## src/rtl/priv_issue_ctrl_pkg.sv

```systemverilog
// Shared types and constants for the privileged-instruction issue controller.
// Latency: n/a (types, constants and a helper function only).
// Backpressure: n/a.
package priv_issue_ctrl_pkg;

    // Default width of the backend in-flight counter.
    localparam int PRIV_INFLIGHT_W = 4;

    // Serialisation FSM states.
    typedef enum logic [2:0] {
        RUN     = 3'd0,
        DRAIN   = 3'd1,
        ISSUE   = 3'd2,
        WAIT    = 3'd3,
        IDLE    = 3'd4,
        REFETCH = 3'd5
    } priv_ctrl_state_t;

    // Number of set bits in a two-slot mask.
    function automatic logic [1:0] popcount2(input logic [1:0] v);
        return {v[1] & v[0], v[1] ^ v[0]};
    endfunction

endpackage

```

## src/rtl/priv_issue_ctrl_inflight_counter.sv

```systemverilog
// Saturating up/down count of instructions in flight, with a sticky error flag.
// Latency: registered count; the next-count value is also exported combinationally.
// Backpressure: none; an under- or overflow clamps the count and latches the error flag.
module priv_issue_ctrl_inflight_counter
    import priv_issue_ctrl_pkg::*;
#(
    parameter int INFLIGHT_W = PRIV_INFLIGHT_W
) (
    input  logic                  clk,
    input  logic                  rst,
    input  logic [1:0]            i_fire,
    input  logic [1:0]            i_commit,
    input  logic                  i_clear,
    output logic [INFLIGHT_W-1:0] o_cnt,
    output logic [INFLIGHT_W-1:0] o_cnt_next,
    output logic                  o_err
);

    // Two extra bits: one for headroom above the maximum, one as a sign bit for underflow.
    localparam int SW = INFLIGHT_W + 2;
    localparam logic [SW-1:0] MAX_W = SW'((1 << INFLIGHT_W) - 1);

    logic [INFLIGHT_W-1:0] r_cnt;
    logic                  r_err;
    logic [SW-1:0]         w_sum;
    logic                  w_under;
    logic                  w_over;
    logic [INFLIGHT_W-1:0] w_cnt_next;

    assign w_sum   = {2'b00, r_cnt} + {{(SW-2){1'b0}}, popcount2(i_fire)}
                                    - {{(SW-2){1'b0}}, popcount2(i_commit)};
    assign w_under = w_sum[SW-1];
    assign w_over  = !w_under && (w_sum > MAX_W);

    // A flush clears the count outright; otherwise clamp at the range limits.
    always_comb begin
        w_cnt_next = w_sum[INFLIGHT_W-1:0];
        if (i_clear) begin
            w_cnt_next = '0;
        end else if (w_under) begin
            w_cnt_next = '0;
        end else if (w_over) begin
            w_cnt_next = MAX_W[INFLIGHT_W-1:0];
        end
    end

    // The count follows its next value; the error flag is sticky until reset.
    always_ff @(posedge clk or negedge rst) begin
        if (!rst) begin
            r_cnt <= '0;
            r_err <= 1'b0;
        end else begin
            r_cnt <= w_cnt_next;
            if (!i_clear && (w_under || w_over)) begin
                r_err <= 1'b1;
            end
        end
    end

    assign o_cnt      = r_cnt;
    assign o_cnt_next = w_cnt_next;
    assign o_err      = r_err;

endmodule

```

## src/rtl/priv_issue_ctrl.sv

```systemverilog
// Serialises privileged instructions: drains the backend, issues the instruction alone in slot 0, waits for its commit.
// Latency: issue_allow_o is combinational; state and status outputs update on the next clk edge.
// Backpressure: issue_allow_o withholds dispatch slots; pri_stall_o holds the frontend while not in RUN.
module priv_issue_ctrl
    import priv_issue_ctrl_pkg::*;
#(
    parameter int INFLIGHT_W = PRIV_INFLIGHT_W
) (
    input  logic                  clk,
    input  logic                  rst,
    input  logic [1:0]            dispatch_valid_i,
    input  logic [1:0]            dispatch_is_pri_i,
    input  logic [1:0]            dispatch_fire_i,
    output logic [1:0]            issue_allow_o,
    input  logic [1:0]            commit_valid_i,
    input  logic                  commit_pri_i,
    input  logic                  commit_idle_i,
    input  logic                  commit_refetch_i,
    input  logic                  flush_i,
    input  logic                  int_pending_i,
    output logic                  pri_stall_o,
    output logic                  refetch_req_o,
    output logic                  idle_o,
    output logic [INFLIGHT_W-1:0] inflight_cnt_o,
    output logic                  cnt_err_o
);

    priv_ctrl_state_t      r_state;
    priv_ctrl_state_t      w_state_next;
    logic                  r_pri_stall;
    logic                  r_refetch;
    logic                  r_idle;
    logic                  w_p0;
    logic                  w_p1;
    logic [INFLIGHT_W-1:0] w_cnt_next;

    assign w_p0 = dispatch_valid_i[0] & dispatch_is_pri_i[0];
    assign w_p1 = dispatch_valid_i[1] & dispatch_is_pri_i[1];

    priv_issue_ctrl_inflight_counter #(
        .INFLIGHT_W (INFLIGHT_W)
    ) u_cnt (
        .clk        (clk),
        .rst        (rst),
        .i_fire     (dispatch_fire_i),
        .i_commit   (commit_valid_i),
        .i_clear    (flush_i),
        .o_cnt      (inflight_cnt_o),
        .o_cnt_next (w_cnt_next),
        .o_err      (cnt_err_o)
    );

    // Slot permission: a privileged slot 1 is held back until it reaches slot 0; nothing issues while in reset.
    always_comb begin
        issue_allow_o = 2'b00;
        if (rst) begin
            case (r_state)
                RUN:     issue_allow_o = {~w_p0 & ~w_p1, ~w_p0};
                ISSUE:   issue_allow_o = 2'b01;
                default: issue_allow_o = 2'b00;
            endcase
        end
    end

    // Next-state selection; a flush overrides every other transition.
    always_comb begin
        w_state_next = r_state;
        if (flush_i) begin
            w_state_next = RUN;
        end else begin
            case (r_state)
                RUN: begin
                    if (w_p0) begin
                        w_state_next = (w_cnt_next == '0) ? ISSUE : DRAIN;
                    end
                end
                DRAIN: begin
                    if (w_cnt_next == '0) begin
                        w_state_next = ISSUE;
                    end
                end
                ISSUE: begin
                    if (dispatch_fire_i[0]) begin
                        w_state_next = WAIT;
                    end
                end
                WAIT: begin
                    if (commit_pri_i) begin
                        if (commit_idle_i) begin
                            w_state_next = IDLE;
                        end else if (commit_refetch_i) begin
                            w_state_next = REFETCH;
                        end else begin
                            w_state_next = RUN;
                        end
                    end
                end
                IDLE: begin
                    if (int_pending_i) begin
                        w_state_next = REFETCH;
                    end
                end
                REFETCH: w_state_next = RUN;
                default: w_state_next = RUN;
            endcase
        end
    end

    // State register with status outputs registered from the next state.
    always_ff @(posedge clk or negedge rst) begin
        if (!rst) begin
            r_state     <= RUN;
            r_pri_stall <= 1'b0;
            r_refetch   <= 1'b0;
            r_idle      <= 1'b0;
        end else begin
            r_state     <= w_state_next;
            r_pri_stall <= (w_state_next != RUN);
            r_refetch   <= (w_state_next == REFETCH);
            r_idle      <= (w_state_next == IDLE);
        end
    end

    assign pri_stall_o   = r_pri_stall;
    assign refetch_req_o = r_refetch;
    assign idle_o        = r_idle;

endmodule

```

## config.mk

```make
export PLATFORM = sky130hd
export DESIGN_NAME = priv_issue_ctrl
export DESIGN_NICKNAME = d
export VERILOG_FILES = /design/src/rtl/priv_issue_ctrl_pkg.sv /design/src/rtl/priv_issue_ctrl_inflight_counter.sv /design/src/rtl/priv_issue_ctrl.sv
export SDC_FILE = /design/constraint.sdc
export NUM_CORES = 1
export LEC_CHECK = 0
export ABC_AREA = 1
export CAP_MARGIN = 20
export CORE_UTILIZATION = 46
export CTS_CLUSTER_SIZE = 8
export DETAILED_ROUTE_END_ITERATION = 10
export PLACE_DENSITY = 0.83
export SLEW_MARGIN = 40
export SYNTH_ARGS = -nofsm -noshare
export SYNTH_HDL_FRONTEND = slang
export SYNTH_SLANG_ARGS = --single-unit
```

## constraint.sdc

```tcl
create_clock -name clk -period 2.9 [get_ports clk]
set_clock_uncertainty 0.2 [all_clocks]
set_input_delay 0.58 -clock clk [delete_from_list [all_inputs] [get_ports clk]]
set_output_delay 0.58 -clock clk [all_outputs]
set_load 0.05 [all_outputs]
```

## Word level (Yosys, flattened, before mapping)

Index checks and enable logic that the tools add are counted.

- Flip-flop bits (word level): 11
- Input bits: 15
- Output and inout port bits: 10
- Logic and storage cells: 47

- Add/subtract/negate cells: 2
- Order comparisons: 1
- Equal/unequal tests: 6
- Multiplexer cells: 15
- Bitwise logic cells: 9
- Reduce and logical (&&, ||, !) cells: 8

Operators by type and width:

| cell | number |
|---|---|
| 2-to-1 mux 3 bit | 8 |
| one-hot mux 3 bit (5 select lines) | 1 |
| 2-to-1 mux 4 bit | 3 |
| equality test 3 bit (second input constant) | 3 |
| equality test 3 x 2 -> 1 bit (second input constant) | 2 |
| greater-than comparator 6 x 4 -> 1 bit (second input constant) | 1 |
| subtractor 6 x 2 -> 6 bit | 1 |
| adder 4 x 2 -> 5 bit | 1 |
| bitwise AND 1 bit | 5 |
| logical NOT 4 bit | 1 |
| 2-to-1 mux 2 bit | 2 |
| one-hot mux 2 bit (2 select lines) | 1 |
| equality test 3 x 1 -> 1 bit (second input constant) | 1 |
| logical NOT 3 bit | 1 |
| nonzero test 3 bit | 1 |
| logical AND 1 bit | 2 |
| logical NOT 1 bit | 2 |
| NOT 1 bit | 2 |
| bitwise XOR 1 bit | 2 |
| logical OR 1 bit | 1 |

## Depth between registers and ports, before layout

Gate-level depths: netlist (run 1).

- Depth after elaboration: 14
- Gate-level depth with buffers: 20
- Mapped depth without buffers: 20

## Hierarchy

Synthesis (run 1) repeated with hierarchy kept, for this count alone.

- Cells, all modules: 121
- Area total of the unflattened synthesis: 858.3 µm²

Modules (own cells, without submodules):

| module | instances | cells an instance | area an instance (µm²) | sequential area each (µm²) |
|---|---|---|---|---|
| priv_issue_ctrl_inflight_counter | 1 | 62 | 484.2 | 125.1 |
| priv_issue_ctrl | 1 | 59 | 374.1 | 150.1 |

## Worst setup path after synthesis (run 1)

OpenSTA, ideal clock, no wires.

- Path type: input to output
- Start point: in dispatch_valid_i[0]
- End point: out issue_allow_o[0]
- Arrival time: 3.123 ns
- Setup slack: -1.003 ns
- Stages: 3
- Cells stage by stage: nand2_1 -> inv_1 -> a2111oi_0

- Word-level cells in the longest chain between the ends: 4

Ends and longest elaborated chain:

| what | line | source |
|---|---|---|
| from (decl) | priv_issue_ctrl.sv:11 | `input logic [1:0] dispatch_valid_i,` |
| bitwise AND 1 bit | priv_issue_ctrl.sv:37 | `assign w_p0 = dispatch_valid_i[0] & dispatch_is_pri_i[0];` |
| NOT 1 bit | priv_issue_ctrl.sv:58 | `RUN: issue_allow_o = {~w_p0 & ~w_p1, ~w_p0};` |
| one-hot mux 2 bit (2 select lines) | priv_issue_ctrl.sv:57 | `case (r_state)` |
| 2-to-1 mux 2 bit | priv_issue_ctrl.sv:56 | `if (rst) begin` |
| to (decl) | priv_issue_ctrl.sv:14 | `output logic [1:0] issue_allow_o,` |

No other way between the ends.

## Final worst setup path (run 1)

- Start point: in dispatch_fire_i[0]
- End point: reg r_pri_stall (netlist: pri_stall_o)

- Word-level cells in the longest chain between the ends: 14
- Elaborated cells between the ends (all ways): 18
- Those cells by class: 2 x add/sub; 1 x order compare; 9 x mux; 2 x bitwise; 4 x reduce/logical

Ends and longest elaborated chain:

| what | line | source |
|---|---|---|
| from (decl) | priv_issue_ctrl.sv:13 | `input logic [1:0] dispatch_fire_i,` |
| bitwise XOR 1 bit / bitwise AND 1 bit (equally long branches) | priv_issue_ctrl_pkg.sv:21 | `return {v[1] & v[0], v[1] ^ v[0]};` |
| adder 4 x 2 -> 5 bit | priv_issue_ctrl_inflight_counter.sv:30 | `assign w_sum = {2'b00, r_cnt} + {{(SW-2){1'b0}}, popcount2(i_fire)}` |
| subtractor 6 x 2 -> 6 bit | priv_issue_ctrl_inflight_counter.sv:31 | `- {{(SW-2){1'b0}}, popcount2(i_commit)};` |
| greater-than comparator 6 x 4 -> 1 bit / logical NOT 1 bit (equally long branches) | priv_issue_ctrl_inflight_counter.sv:33 | `assign w_over = !w_under && (w_sum > MAX_W);` |
| logical AND 1 bit | priv_issue_ctrl_inflight_counter.sv:33 |  |
| 2-to-1 mux 4 bit | priv_issue_ctrl_inflight_counter.sv:42 | `end else if (w_over) begin` |
| 2-to-1 mux 4 bit | priv_issue_ctrl_inflight_counter.sv:40 | `end else if (w_under) begin` |
| 2-to-1 mux 4 bit | priv_issue_ctrl_inflight_counter.sv:38 | `if (i_clear) begin` |
| logical NOT 4 bit | priv_issue_ctrl.sv:74, priv_issue_ctrl.sv:78 |  |
| 2-to-1 mux 2 bit | priv_issue_ctrl.sv:74 | `w_state_next = (w_cnt_next == '0) ? ISSUE : DRAIN;` |
| 2-to-1 mux 3 bit | priv_issue_ctrl.sv:73 | `if (w_p0) begin` |
| one-hot mux 3 bit (5 select lines) (*) | priv_issue_ctrl.sv:71 | `case (r_state)` |
| 2-to-1 mux 3 bit (*) | priv_issue_ctrl.sv:68 | `if (flush_i) begin` |
| nonzero test 3 bit (*) | priv_issue_ctrl.sv:118 | `r_pri_stall <= (w_state_next != RUN);` |
| to (signal assigned) | priv_issue_ctrl.sv:118 |  |
| to (decl) | priv_issue_ctrl.sv:30 | `logic r_pri_stall;` |

Mark *: on every way between the ends. The rest lies on a longest branch, timed or not.
A chain may end at the register's enable or synchronous reset.

==> results of run 1 <==
## critical path: stages
cell and delay, ns:
buf_8 0.10, ha_4 0.25, ha_4 0.12, inv_2 0.04, fa_2 0.56, buf_6 0.10, fa_2 0.19, inv_2 0.05
nor2_4 0.12, nand3_2 0.10, nand2_4 0.11, nand3_2 0.10, o21ai_2 0.17, nand2_1 0.08, nand2_1 0.06, nand2_1 0.06
nand2_2 0.09, nand3_2 0.06
## path summary, 6_finish.rpt
path / cells after the start / start / slack [ns] / endpoint
min in group asynchronous: 2 / rst / 0.43 / r_state[0]
max reg2reg: 14 / u_cnt.o_cnt[0] / 0.13 / pri_stall_o
max: 18 / dispatch_fire_i[0] / -0.11 / pri_stall_o
max in group asynchronous: 2 / rst / 1.91 / refetch_req_o
min: 1 / u_cnt.o_err / 0.26 / u_cnt.o_err
min reg2reg: 1 / u_cnt.o_err / 0.26 / u_cnt.o_err
## report_power, final
| part | leakage, uW | switching, uW | total (uW) | internal (uW) |
|---|---|---|---|---|
| clock | 0.0000150 | 48.3 | 102 | 53.2 |
| sequential | 0.000143 | 42.3 | 233 | 191 |
| combinational | 0.000556 | 506 | 924 | 418 |
## cell usage in the layout (no fill, tap or decap), types with 3 or more instances in the layout
cell,n
clkdlybuf4s50_1,20
inv_1,26
nand3_1,12
dfrtp_1,11
ha_4,3
nand2_1,23
ha_1,3
nor2_1,5
nand3_2,4
inv_2,5
clkbuf_4,3
nand2_2,4
buf_4,14
## cell families after synthesis
logic type / after synthesis / synth area share, %
AO/OA/AOI/OAI: 10 / 8.77
AND/OR/NAND/NOR: 54 / 31.1
flip-flops: 11 / 32.7
adder cells (fa/ha/maj): 8 / 13.7
buffers and inverters: 31 / 13.8
## flip-flops by register name, summed over array words and instances (netlist names)
signal / cells
pri_stall_o: 1
r_state: 3
u_cnt.o_cnt: 4
idle_o: 1
u_cnt.o_err: 1
refetch_req_o: 1
## routing by layer
layer / share of wire, % / global-route usage (%) / vias up
met5: 0 / 0 / -
li1: - / - / 445
met1: 42 / 27.8 / 421
met4: 0.68 / 7.27 / 0
met2: 54 / 40.0 / 21
met3: 3.7 / 1.20 / 2
## repair_timing
action / 4_1_cts / 5_1_grt
cloned: 0 / 0
resized for setup: 13 / 11
setup buffers: 4 / 4
endpoints found under the setup margin: 10 / 8
pin swaps: 14 / 17
## area by class of cell
type / count / share of cell area, %
Multi-Input combinational cell: 72 / 39.5
Timing Repair Buffer: 39 / 27.8
Clock buffer: 4 / 1.91
Inverter: 31 / 8.46
Tap cell: 25 / 2.27
Sequential cell: 11 / 20.0
## metrics by stage
stage                     setup TNS, ns  cells  utilization [%]  instance area [sq um]
after floorplan                  -0.414    114                -                    876
after global placement            -5.67    172             71.5                   1230
after detailed placement          -6.38    172             71.5                   1230
after CTS                        -0.478    178             74.7                   1290
after global routing             -0.910    182             79.6                   1380
final                            -0.383    182             79.6                   1380
==> metrics, run 1 <==
Seq/Total Area, Yosys 32.7%; first-pass GRT wire length 3.20 mm; gr ovfl total 0; # hold bufs at CTS 0; Critical Path Source Type input port; Syn Inst Count 114; CP endpoint kind flip-flop; top-area cell type share of the netlist area 32.7%; Root Buffer clkbuf_4; post-route clock period utilization 104%; Tmin final 3.01 ns; prevailing post-synth register cell dfrtp_1; Fin. Hold Viols 0; I/O Buffers 24; DP Wirelength 1.59 mm; Max-Cap Viols 0; Vias 889; WL/cell 12.1 microns; vias in the first global route 782; Worst VDD drop 0.517 mV; worst endpoint required time 2.85 ns; library cells used by synthesis 23; core footprint 0.00173 sq mm; die footprint 0.00201 sq mm; multi-input logic area 543 sq um; Worst Path Arrival 2.96 ns; ys async rst share 100%; dominant cell by count in the synthesized netlist inv_1; worst skew pair latency 0.27 ns; Clk pin slew, worst setup/hold paths 0.06 ns; antenna cells 0; Clock Tree Buf Depth 2; Power Total 1260 uW; share of cells above drive strength 1 30.6%; gpl congestion 0.805; storage element area 275 sq um; worst slack at placement -0.840 ns; Rel. slew slack 66.4%; Final Hold Slack 0.256 ns; Remaining DRCs 0; Mapped Area 842 sq um; CP Class in2reg; # setup viols final 4; H-tree depth 1; post-synth top area cell dfrtp_1; RSZ-0062 raised after global routing true; Nets 181; global-route usage over all layers 22.0%; Synth area leaders dfrtp_1 33%, inv_1 13%, nand2_1 11%; Avg Cell Area, Syn 7.39 sq um; IO Count 25; Die X 44.8 microns; Pleak 0.000715 uW; CTS sink cnt 11; Iter 0 DRT Violations 18; Post-synth top cells 29 x inv_1, 25 x nand2_1, 15 x nand3_1, 11 x dfrtp_1, 6 x ha_1; Slew Limit Fails 0; CTS Buf Count 3; actual slew at the worst max-slew pin 0.502 ns; antenna-violating nets left 0; Layout area overhead 63.3%; fillers 127; CTS tree done; status finished, violations left; worst hold path class reg2reg; Yosys reg bits 11; FP Rows 15; pin count of the biggest net entering global routing 12; Net Count, Synth 137; number of synthesized flops with an enable pin 0; final setup margin -0.111 ns; violated checks negative setup slack; Pwr Density 915 mW/mm^2; drt pass-1 iters 4; routed wire length 2.21 mm; Die Y 44.8 microns; synth warn 0; crit path max fanout 4; Max Fclk 332 MHz; Initial Util 48.8%; vias per cell 4.88; initial antenna violation count 0
Note: power is estimated with default switching activity, not from simulation.
==> inputs of run 2 (changes only) <==
CORE_UTILIZATION = 35   (was 46)
PLACE_DENSITY = 0.67   (was 0.83)
==> run 2 against run 1 <==
The run still ends with negative setup slack left. Clock power barely moved. Fmax increased by 1.4%. Power is 9.1% lower. First-iteration DRC count fell by 72%. Combinational power shrank 13%. Sequential cell count unchanged. Non-clock buffer count decreased by 1. Die area rose by 30%. Critical path type unchanged.
==> metrics, run 2 (same netlist as run 1, synthesis figures left out) <==
# hold bufs at CTS 0 (unchanged); Critical Path Source Type input port; CP cell instances buf_8 > ha_4 > ha_4 > inv_2 > fa_1 > inv_1 > ha_1 > nand2_1 > nand2_1 > nor2_2 > nand3_1 > nand2_2 > nand3_2 > o21ai_2 > nand2_1 > nand2_1 > nand2_1 > nand2_2 > nand3_2; Internal Power 594 uW (-10%); I/O Buffers 24 (unchanged); status finished, violations left; multi-input logic area 523 sq um (-3.7%); Rel. slew slack 66.3% (-0.073 points); die footprint 0.00261 sq mm (+30%); drt pass-1 iters 2 (-2); antenna-violating nets left 0 (unchanged); Slowest cell on crit path fa_1; Switching Power 549 uW (-7.9%); Final Cell Area 0.00135 sq mm (-2.0%); Worst VDD drop 0.439 mV (-15%); Die X 51.1 microns (+14%); Slew Limit Fails 0 (unchanged); Placed Instances 177 (+2.9%); Iter 0 DRT Violations 5 (-13); Layout area overhead 60.0%; WL/cell 10.6 microns (-12%); FP Rows 17 (+2); Comb pwr share 70.7% (-2.7 points); RSZ-0062 raised after global routing true; share of cells above drive strength 1 29.5% (-1.1 points); core footprint 0.00223 sq mm (+29%); IO Count 25 (unchanged); Remaining DRCs 0 (unchanged); worst endpoint required time 2.85 ns (about the same); Tmin final 2.97 ns (-0.0419 ns); end-of-flow core utilization 60.3% (-19 points); initial antenna violation count 0 (unchanged); pin count of the biggest net entering global routing 12 (unchanged); fillers 208 (+64%); worst skew pair latency 0.26 ns (about the same); Sw Share 48.0% (+0.64 points); Die Y 51.1 microns (+14%); worst hold path class reg2reg; Pleak 0.000707 uW (-1.0%); post-route clock period utilization 102% (-1.4 points); Clk pin slew, worst setup/hold paths 0.07 ns (about the same); Max Fclk 337 MHz (+1.4%); TNS Setup -0.208 ns (+0.175 ns); # setup viols final 4 (unchanged); Fin. Hold Viols 0 (unchanged); gr ovfl total 0 (unchanged); violated checks negative setup slack; CTS Buf Count 3 (unchanged); actual slew at the worst max-slew pin 0.503 ns (+0.00110 ns); CTS sink cnt 11 (unchanged); Initial Util 37.7% (-11 points); Clock Tree Buf Depth 2 (unchanged); CP endpoint kind flip-flop; dpl cell area 0.00125 sq mm (+1.5%); global-route usage over all layers 16.2% (-5.8 points); most common cell after layout, fill and taps aside inv_1; Max-Cap Viols 0 (unchanged); CP Class in2reg; antenna cells 0 (unchanged); H-tree depth 1 (unchanged); Pwr Density 848 mW/mm^2 (-7.3%); CP peak stage delay 0.51 ns (-0.05 ns); final setup margin -0.0693 ns (+0.0419 ns); Root Buffer clkbuf_4; CP most frequent cell nand2_1; delay-heaviest family, CP adder cells; gpl congestion 0.808 (+0.30%); vias per cell 4.49 (-8.1%); CTS tree done; Clock power frac 9.0% (+0.9 points); Largest register FFs 4 (unchanged); Buf+Inv Stages, Crit Path 3 (-1); first-pass GRT wire length 3.24 mm (+1.3%); Worst Path Arrival 2.92 ns (-0.04 ns); crit path max fanout 4 (unchanged); vias in the first global route 824 (+5.4%); DP Wirelength 1.59 mm (-0.30%); Final Instance Count excl. Fillers 184 (+1.1%); routed wire length 1.95 mm (-11%); commonest cells after routing, fill and taps aside 26 x inv_1, 22 x nand2_1, 20 x clkdlybuf4s50_1; sequential share of power 20.3% (+1.8 points); Vias 826 (-7.1%); Nets 180 (-0.55%); storage element area 275 sq um (unchanged)
[run 2: timing repair]
action,4_1_cts,5_1_grt
setup buffers,2,1
resized for setup,12,9
pin swaps,13,17
hold endpoints to repair,0,0
setup endpoints to repair,10,5
[run 2: through the flow]
stage                     total power [uW]  hold slack, ns  setup WS [ns]
after floorplan                        715          0.0844         -0.125
after CTS                             1090           0.285         -0.128
after detailed placement               975           0.248         -0.819
final                                 1140           0.270        -0.0693
after global routing                  1250           0.308         -0.203
after global placement                 959           0.246         -0.760
[run 2: layout make-up]
cell class	count	share of cell area, %
Tap cell	28	2.60
Inverter	31	8.64
Timing Repair Buffer	38	27.6
Sequential cell	11	20.4
Clock buffer	4	1.95
Multi-Input combinational cell	72	38.8
[run 2: per-layer routing]
metal,global-route usage [%],vias up,part of all wire (%)
met3,1.19,0,2.0
met2,30.3,12,54
li1,-,443,-
met4,5.56,0,0
met5,0,-,0
met1,19.2,371,44
[run 2: power by group through the flow]
stage	clock network (uW)	logic [uW]	registers [uW]
global placement	0	726	233
CTS	108	753	232
floorplan	0	396	319
finish	103	808	232
detailed placement	0	740	235
global route	115	896	238
[run 2: final timing paths]
check                                   start              to  slack (ns)  depth (start not counted)
max                        dispatch_fire_i[0]     pri_stall_o       -0.07                         19
min                               u_cnt.o_err     u_cnt.o_err        0.27                          1
max reg2reg                    u_cnt.o_cnt[0]     pri_stall_o        0.17                         17
min reg2reg                       u_cnt.o_err     u_cnt.o_err        0.27                          1
max in group asynchronous                 rst  u_cnt.o_cnt[2]        1.88                          2
min in group asynchronous                 rst      r_state[2]        0.47                          2
[run 2: worst register-to-register path: cells and delay by family (launching register included)]
family          cells  cell delay [ns]
flops               1             0.40
simple gates       11             0.84
compound gates      1             0.15
buf+inv             2             0.08
fa+ha+maj           3             0.92
==> inputs of run 3 (changes only) <==
CORE_UTILIZATION = 36   (was 35)
PLACE_DENSITY = 0.69   (was 0.67)
==> run 3 against run 2 <==
The run still ends with negative setup slack left. Critical path depth fell by 1. Combinational power up 13%. Critical path type unchanged. Highest routed layer unchanged. Register-to-register slack lost 0.02 ns. Via count increased by 5.6%. Non-clock buffer count up 2. Clock power about the same. Sequential cell count unchanged. Worst setup slack got worse by 0.028 ns. First-iteration DRC count grew 100%. Count of clock-buffer cells in the layout did not move.
==> metrics, run 3 (same netlist as run 1, synthesis figures left out) <==
Root Buffer clkbuf_4; IO Count 25 (unchanged); WL/cell 11.8 microns (+11%); most common cell after layout, fill and taps aside inv_1; actual slew at the worst max-slew pin 0.493 ns (-0.0102 ns); crit path launch dispatch_fire_i[0]; global-route usage over all layers 19.1% (+2.9 points); Max Fclk 334 MHz (-0.93%); commonest cells after routing, fill and taps aside 25 x inv_1, 20 x nand2_1, 20 x clkdlybuf4s50_1; Fin. Hold Viols 0 (unchanged); vias in the first global route 886 (+7.5%); Slew Limit Fails 0 (unchanged); Final Hold Slack 0.258 ns (-0.0125 ns); crit path max fanout 3 (-1); R2R depth 14 (-3); Die Y 50.4 microns (-1.3%); Critical Path Source Type input port; gr ovfl total 0 (unchanged); multi-input logic area 538 sq um (+2.9%); Initial Util 38.1% (+0.36 points); r2r setup slk 0.15 ns (-0.02 ns); routed wire length 2.20 mm (+13%); Worst VDD drop 0.532 mV (+21%); TNS Setup -0.334 ns (-0.126 ns); CP endpoint kind flip-flop; # hold bufs at CTS 0 (unchanged); Vias 872 (+5.6%); antenna-violating nets left 0 (unchanged); worst slack at placement -0.870 ns (-0.0507 ns); CTS Buf Count 3 (unchanged); CP Class in2reg; initial antenna violation count 0 (unchanged); share of cells above drive strength 1 33.5% (+4.1 points); Reg-to-Reg Start u_cnt.o_cnt[0]; worst endpoint required time 2.88 ns (+0.03 ns); Tmin final 3.00 ns (+0.0278 ns); DP Wirelength 1.70 mm (+7.1%); end point of the critical path u_cnt.o_cnt[3]; Final Instance Count excl. Fillers 186 (+1.1%); Iter 0 DRT Violations 10 (+5); storage element area 275 sq um (unchanged); Clk pin slew, worst setup/hold paths 0.07 ns (about the same); Pwr Density 914 mW/mm^2 (+7.7%); Max-Cap Viols 0 (unchanged); Layout area overhead 63.6%; Remaining DRCs 0 (unchanged); final setup margin -0.0971 ns (-0.0278 ns); worst hold path class reg2reg; post-route clock period utilization 103% (+0.96 points); CTS sink cnt 11 (unchanged); worst skew pair latency 0.27 ns (about the same); Placed Instances 177 (unchanged); pin count of the biggest net entering global routing 12 (unchanged); Nets 182 (+1.1%); worst r2r dst pri_stall_o; Pleak 0.000713 uW (+0.77%); Clock Tree Buf Depth 2 (unchanged); vias per cell 4.69 (+4.4%); Die X 50.4 microns (-1.3%); drt pass-1 iters 4 (+2); fillers 200 (-3.8%); core footprint 0.00221 sq mm (-0.95%); Power Total 1260 uW (+10%); violated checks negative setup slack; FP Rows 17 (unchanged); # setup viols final 6 (+2); status finished, violations left; RSZ-0062 raised after global routing true; Rel. slew slack 67.0% (+0.69 points); I/O Buffers 24 (unchanged); Worst Path Arrival 2.98 ns (+0.06 ns); gpl congestion 0.803 (-0.51%); first-pass GRT wire length 3.68 mm (+14%); CTS tree done; H-tree depth 1 (unchanged); Largest register FFs 4 (unchanged); die footprint 0.00254 sq mm (-2.7%); antenna cells 0 (unchanged)
-- run 3: worst min-delay path by stage --
| stage | start | to | slack, ns | cells after the start |
|---|---|---|---|---|
| after floorplan | rst | idle_o | 0.08 | 0 |
| after global placement | u_cnt.o_err | u_cnt.o_err | 0.25 | 1 |
| after detailed placement | u_cnt.o_err | u_cnt.o_err | 0.25 | 1 |
| after CTS | u_cnt.o_err | u_cnt.o_err | 0.26 | 1 |
| after global routing | u_cnt.o_err | u_cnt.o_err | 0.30 | 1 |
| final | u_cnt.o_err | u_cnt.o_err | 0.26 | 1 |
-- run 3: area by class of cell --
type                    count  area share [%]
clock buffers               4            1.91
inverters                  31            8.45
multi-input cells          72            39.1
flip-flops and latches     11            20.0
well taps                  28            2.54
repair buffers             40            28.1
-- run 3: per-stage QoR --
stage,cell area (sq um),utilization [%]
detailed placement,1250,56.7
global placement,1250,56.7
CTS,1330,59.9
floorplan,876,-
finish,1380,62.3
global route,1380,62.3
-- run 3: where the power goes --
group / switching (uW) / internal, uW
Clock: 51.4 / 53.1
Combinational: 493 / 425
Sequential: 46.8 / 191
Total: 591 / 668
-- run 3: routing by layer --
layer  share of wire (%)  up-vias  GRT usage, %  wire length, microns
li1                    -      446             -                     -
met1                  40      407          21.7                   879
met2                  56       19          36.4                  1240
met3                 3.6        0          2.42                    80
met4                   0        0          6.02                     0
met5                   0        -             0                     0
-- run 3: timing repair --
action,in CTS,in global routing
gates resized for setup,15,11
pin swaps,12,10
setup endpoints to repair,10,6
buffers inserted,3,2
-- run 3: worst max-delay path, cell delays in order --
cell and delay [ns]:
buf_8 0.10, ha_4 0.26, ha_4 0.13, inv_2 0.04
fa_2 0.58, inv_2 0.06, ha_4 0.21, nand2_2 0.06
nand2_2 0.06, nor2_4 0.11, inv_1 0.05, nand2_1 0.08
nand2_2 0.06, buf_4 0.13, buf_4 0.12, buf_4 0.12
buf_4 0.12, a31oi_1 0.12
